<file path="src/rtl/csa_add_arbiter.sv">
`timescale 1ns/1ps
`default_nettype none
// ============================================================================
// Module   : csa_add_arbiter (plus helper csa_41bit)
// Purpose  : Shares one 41-bit carry-select adder among NUM_REQ requesters.
//            Round-robin arbitration, valid/ready per request port, a single
//            registered response channel tagged with the requester id.
// Ports    : clk, rst (sync, active-high)
//            req_valid/req_ready [NUM_REQ]   request handshake
//            req_term1/req_term2 [NUM_REQ*WIDTH] packed operands
//            rsp_valid/rsp_ready, rsp_sum [WIDTH], rsp_cout, rsp_id [ID_W]
//            op_count/stall_count [16]  (only with CSA_ADD_ARB_PERF_EN)
// Options  : define CSA_ADD_ARB_PERF_EN to add the saturating perf counters.
// Revision : 1.0 - initial release
// ============================================================================

// 41-bit carry-select adder: a 9-bit ripple head followed by four 8-bit
// blocks, each computing both carry-in cases and selecting on the real carry.
module csa_41bit (
  input  logic [40:0] a,
  input  logic [40:0] b,
  input  logic        cin,
  output logic [40:0] sum,
  output logic        cout
);
  logic [4:0] carry;

  assign {carry[0], sum[8:0]} = {1'b0, a[8:0]} + {1'b0, b[8:0]} + {9'd0, cin};

  for (genvar g = 0; g < 4; g++) begin : g_blk
    logic [8:0] s0;
    logic [8:0] s1;
    assign s0 = {1'b0, a[9+g*8 +: 8]} + {1'b0, b[9+g*8 +: 8]};
    assign s1 = {1'b0, a[9+g*8 +: 8]} + {1'b0, b[9+g*8 +: 8]} + 9'd1;
    assign sum[9+g*8 +: 8] = carry[g] ? s1[7:0] : s0[7:0];
    assign carry[g+1]      = carry[g] ? s1[8]   : s0[8];
  end

  assign cout = carry[4];
endmodule

module csa_add_arbiter #(
  parameter int WIDTH   = 41,
  parameter int NUM_REQ = 4,
  parameter int ID_W    = 2
) (
  input  logic                       clk,
  input  logic                       rst,
  input  logic [NUM_REQ-1:0]         req_valid,
  output logic [NUM_REQ-1:0]         req_ready,
  input  logic [NUM_REQ*WIDTH-1:0]   req_term1,
  input  logic [NUM_REQ*WIDTH-1:0]   req_term2,
  output logic                       rsp_valid,
  input  logic                       rsp_ready,
  output logic [WIDTH-1:0]           rsp_sum,
  output logic                       rsp_cout,
  output logic [ID_W-1:0]            rsp_id
`ifdef CSA_ADD_ARB_PERF_EN
  ,
  output logic [15:0]                op_count,
  output logic [15:0]                stall_count
`endif
);
  typedef enum logic [1:0] {
    IDLE = 2'd0,
    CALC = 2'd1,
    RESP = 2'd2
  } state_t;

  state_t            state, state_next;
  logic [ID_W-1:0]   rr_ptr;
  logic [ID_W-1:0]   winner;
  logic              any_valid;
  logic [WIDTH-1:0]  sel_a, sel_b;
  logic [WIDTH-1:0]  op_a, op_b;
  logic [ID_W-1:0]   op_id;
  logic [WIDTH-1:0]  add_sum;
  logic              add_cout;

  // Round-robin pick: first valid requester scanning upward from rr_ptr,
  // wrapping past NUM_REQ-1 back to 0.
  always_comb begin
    int cand;
    any_valid = 1'b0;
    winner    = '0;
    cand      = 0;
    for (int i = 0; i < NUM_REQ; i++) begin
      cand = int'(rr_ptr) + i;
      if (cand >= NUM_REQ) cand = cand - NUM_REQ;
      if (!any_valid && req_valid[ID_W'(cand)]) begin
        any_valid = 1'b1;
        winner    = ID_W'(cand);
      end
    end
  end

  // Operand mux for the winning requester.
  always_comb begin
    sel_a = '0;
    sel_b = '0;
    for (int i = 0; i < NUM_REQ; i++) begin
      if (winner == ID_W'(i)) begin
        sel_a = req_term1[i*WIDTH +: WIDTH];
        sel_b = req_term2[i*WIDTH +: WIDTH];
      end
    end
  end

  csa_41bit u_adder (
    .a    (op_a),
    .b    (op_b),
    .cin  (1'b0),
    .sum  (add_sum),
    .cout (add_cout)
  );

  always_ff @(posedge clk) begin
    if (rst) state <= IDLE;
    else     state <= state_next;
  end

  // req_ready is the only combinational output; it is forced low during
  // reset so no requester sees a grant that the reset edge would discard.
  always_comb begin
    state_next = state;
    req_ready  = '0;
    case (state)
      IDLE: begin
        if (any_valid) begin
          state_next = CALC;
          if (!rst) req_ready[winner] = 1'b1;
        end
      end
      CALC:    state_next = RESP;
      RESP:    if (rsp_ready) state_next = IDLE;
      default: state_next = IDLE;
    endcase
  end

  always_ff @(posedge clk) begin
    if (rst) begin
      rr_ptr    <= '0;
      op_a      <= '0;
      op_b      <= '0;
      op_id     <= '0;
      rsp_valid <= 1'b0;
      rsp_sum   <= '0;
      rsp_cout  <= 1'b0;
      rsp_id    <= '0;
    end else begin
      case (state)
        IDLE: begin
          if (any_valid) begin
            op_a   <= sel_a;
            op_b   <= sel_b;
            op_id  <= winner;
            rr_ptr <= (winner == ID_W'(NUM_REQ-1)) ? '0 : winner + ID_W'(1);
          end
        end
        CALC: begin
          rsp_sum   <= add_sum;
          rsp_cout  <= add_cout;
          rsp_id    <= op_id;
          rsp_valid <= 1'b1;
        end
        RESP: begin
          if (rsp_ready) rsp_valid <= 1'b0;
        end
        default: ;
      endcase
    end
  end

`ifdef CSA_ADD_ARB_PERF_EN
  // Saturating counters: completed handshakes and backpressured cycles.
  always_ff @(posedge clk) begin
    if (rst) begin
      op_count    <= '0;
      stall_count <= '0;
    end else begin
      if (rsp_valid && rsp_ready && op_count != 16'hFFFF)
        op_count <= op_count + 16'd1;
      if (rsp_valid && !rsp_ready && stall_count != 16'hFFFF)
        stall_count <= stall_count + 16'd1;
    end
  end
`endif

endmodule
`default_nettype wire

</file>
<file path="config.mk">
export PLATFORM = sky130hd
export DESIGN_NAME = csa_add_arbiter
export DESIGN_NICKNAME = d
export VERILOG_FILES = /design/src/rtl/csa_add_arbiter.sv
export SDC_FILE = /design/constraint.sdc
export NUM_CORES = 1
export LEC_CHECK = 0
export ABC_AREA = 1
export CORE_UTILIZATION = 40
export CTS_CLUSTER_DIAMETER = 200
export DETAILED_ROUTE_END_ITERATION = 10
export PLACE_DENSITY = 0.87
export SYNTH_ARGS = -nofsm -noshare
export SYNTH_HDL_FRONTEND = slang
export SYNTH_SLANG_ARGS = --single-unit
</file>
<file path="constraint.sdc">
create_clock -name clk -period 2.65 [get_ports clk]
set_input_delay 0.3975 -clock clk [delete_from_list [all_inputs] [get_ports clk]]
set_output_delay 0.3975 -clock clk [all_outputs]
set_load 0.03 [all_outputs]
</file>
==> summary.txt <==
Finish
  – Final #Nets: ~2.5k
  – Final Non-Filler Cells: ~2.4k
  – Layout cells sized above 1: a little over a quarter
  – Finished Core Util: between 70% and 80%
  – Layout area overhead: 82.63%
  – Final Cell Area: around 18000 µm²
  – Fillers: 1614
  – Area of the multi-input gates: approximately 8000 µm²
  – FF/Latch Area: ~2700 µm²

Place
  – Detailed placer's ending HPWL: slightly below 30000 µm
  – Post-Place Cell Area: approximately 15000 µm²
  – Final Wtd Congestion: roughly 0.94
  – # port buffers: 383
  – Inst Count DP: about 2.3k
  – Pre-CTS setup slack: -0.8282 ns

Synth
  – Mux share of post-synthesis cell area: 0%
  – Compound-Gate Fraction of Synth Area: 26.88%
  – Post-synthesis xor/xnor area fraction: roughly 3.2%
  – Synth top cells by count: nand2_1 (335), o21ai_0 (272), a21oi_1 (216)
  – Net count after synthesis: between 1.5k and 2k
  – Area leader, netlist: dfxtp_1
  – Top_reg_cell synth: dfxtp_1
  – Post-synthesis adder-cell area fraction: slightly above 7%
  – Largest family of logic cells by synthesized area: compound AO/OA/AOI/OAI gates
  – Netlist cell types: just over 40
  – Synth Cell Area: 9943 µm²
  – Syn_area_per_cell: approximately 6.2 µm²
  – Number of synthesized register bits: about 130
  – Synth Instances: 1597
  – Sequential fraction of the synthesis area: a little over a quarter
  – Most common cell in the synthesized netlist: nand2_1
  – Async S/R FF share, synth: 0%
  – Post-synth EDFFs: 0
  – Yosys warns: 0
  – Post-synth top area share: between 20% and 30%
  – Main area contributors after synthesis: dfxtp_1 (27%), o21ai_0 (14%), nand2_1 (13%)
  – Post-Synth Simple-Gate Area: a little over a quarter

STA
  – Unrepaired setup endpoints after global routing: yes
  – Final worst slack: -0.5855 ns
  – Achievable frequency: roughly 310 MHz
  – Setup violations, final: 88
  – Fin crit period: 3.235 ns
  – Final worst path period share: 122.1%
  – Worst-Margin Slew: approximately 0.92 ns
  – Fin Clk Skew: 0.009447 ns
  – Slew Viols, Final: 0
  – Worst slew margin: ~39%
  – Final Hold Vio Count: 0

Die
  – I/O Pins: 384
  – Initial core utilization: roughly two fifths
  – Die Y: about 160 µm
  – Die area: approximately 25000 µm²
  – Die Wd: between 150 and 200 µm
  – Core Area: about 24000 µm²
  – Num rows: 57

Critical path
  – Max FO, Critical Path: 4
  – WP buf/inv: 9
  – Required time of the worst setup path: about 2.3 ns
  – Worst Path Arrival: approximately 2.8 ns
  – Slowest cell on the critical path: dfxtp_4
  – CP endpoint kind: primary output
  – Cell class contributing the biggest share of worst-path delay: buffers and inverters
  – Largest stage delay on the critical path: just over 0.4 ns
  – Startpoint types: flip-flop
  – Setup CP Type: flip-flop to primary output
  – Critical-path cell list: buf_12 > buf_6 > nor2_4 > a21oi_4 > nor2_4 > inv_2 > nand2_4 > buf_4 > o41ai_2 > a21oi_2 > buf_4 > inv_2 > ha_4 > inv_8 > buf_6 > nor2_4 > buf_6

Clock network
  – Clock latency at the later pin of the worst-skew pair: roughly 0.42 ns
  – TritonCTS clock tree: yes
  – Worst-path clk slew: ~0.06 ns
  – Cts hold-fix bufs: 0
  – Clk root buf: clkbuf_16
  – Clock Path Buffers: 2
  – Clock sinks: roughly 130
  – Total CTS buffers: 17
  – H-Tree Depth: 4

Global routing
  – Total gr overflow: 0
  – First-pass GRT wire length: about 61000 µm
  – Largest net degree at the start of global routing: a little under 100
  – Overall Global Routing Usage: between 30% and 40%
  – Initial antenna violation count: 2
  – Number of global-route vias before repair: around 12k

Run status
  – Violated checks: negative setup slack
  – Status: finished with violations

Worst hold path
  – Worst min path class: flip-flop to flip-flop

Drt
  – Via Count: 14.01k
  – Wirelength per Cell: 20.64 µm
  – Starting DRC count in detailed routing: 1460
  – 1st-pass router iterations: 7
  – DRC Markers: 0
  – Post-DR vias/cell: just under 6
  – Final ANT Viol Nets: 0
  – Final WL: just under 50000 µm

Job
  – Max Cap Violations: 0
## cell type report
cell class / count / share of cell area, %
inverters: 133 / 2.873
well taps: 324 / 2.232
flip-flops and latches: 133 / 14.74
diodes: 2 / 0.02756
multi-input cells: 1225 / 44.32
clock buffers: 20 / 2.570
repair buffers: 553 / 32.67
clock inverters: 10 / 0.5650
## cells by family after synthesis
| family | Yosys count |
|---|---|
| DFF | 133 |
| adders and majority gates | 54 |
| and+or+nand+nor | 614 |
| buffers and inverters | 239 |
| xor gates and xnor gates | 35 |
| AOI/OAI and AO/OA | 522 |
## worst min-delay path: cells and delay by family, from the launching register on
| family | cells | cell delay, ns |
|---|---|---|
| AOI/OAI and AO/OA | 1 | 0.05 |
| DFF | 1 | 0.31 |
| and+or+nand+nor | 1 | 0.06 |
## registers in the layout, summed over array words and instances, names as in the netlist
register / flops
op_a: 41
op_b: 41
op_id: 2
rr_ptr: 2
rsp_cout: 1
rsp_id: 2
rsp_sum: 41
rsp_valid: 1
state: 2
## through the flow
step,TNS [ns],hold slack (ns)
after floorplan,-2.017,0.4303
after global placement,-60.26,0.4523
after detailed placement,-63.40,0.4589
after CTS,-21.64,0.4684
after global routing,-45.51,0.4774
final,-37.86,0.4660
## worst paths after layout
check / from / cells past startpoint / end / slack [ns]
setup / recovery: rr_ptr[0]$_SDFFE_PP0P_ / 17 / req_ready[2] / -0.59
hold / removal: rsp_sum[16]$_SDFFE_PP0P_ / 2 / rsp_sum[16]$_SDFFE_PP0P_ / 0.47
setup reg to reg: rr_ptr[0]$_SDFFE_PP0P_ / 22 / op_a[38]$_SDFFE_PP0P_ / -0.58
hold reg to reg: rsp_sum[16]$_SDFFE_PP0P_ / 2 / rsp_sum[16]$_SDFFE_PP0P_ / 0.47
## timing repair
action,4_1_cts,5_1_grt
resized for setup,75,525
pin swaps,20,226
endpoints found under the setup margin,99,112
cloned,4,18
setup buffers,19,39
## routing by layer
| metal | track usage [%] | up-vias | share of wire [%] |
|---|---|---|---|
| met2 | 49.62 | 947 | 46 |
| met4 | 9.747 | 2 | 6.5 |
| li1 | - | 6340 | - |
| met3 | 5.610 | 256 | 8.9 |
| met1 | 39.57 | 6469 | 38 |
| met5 | 0 | - | 0.026 |
## cells in the final DEF (no fill, tap or decap), drive strengths merged, types with 4 or more instances in the layout
master         count
a21oi            216
buf              160
clkbuf            34
clkdlybuf4s50    377
clkinv             5
clkinvlp           5
dfxtp            133
fa                 5
ha                49
inv              132
nand2            345
nand3            148
nand4             16
nor2              91
nor3               8
o211ai             4
o21ai            283
o221ai             4
xnor2             11
xor2              24
Power is not shown: default switching activity piles up to over one toggle a cycle in this logic, so the estimate is an artifact.
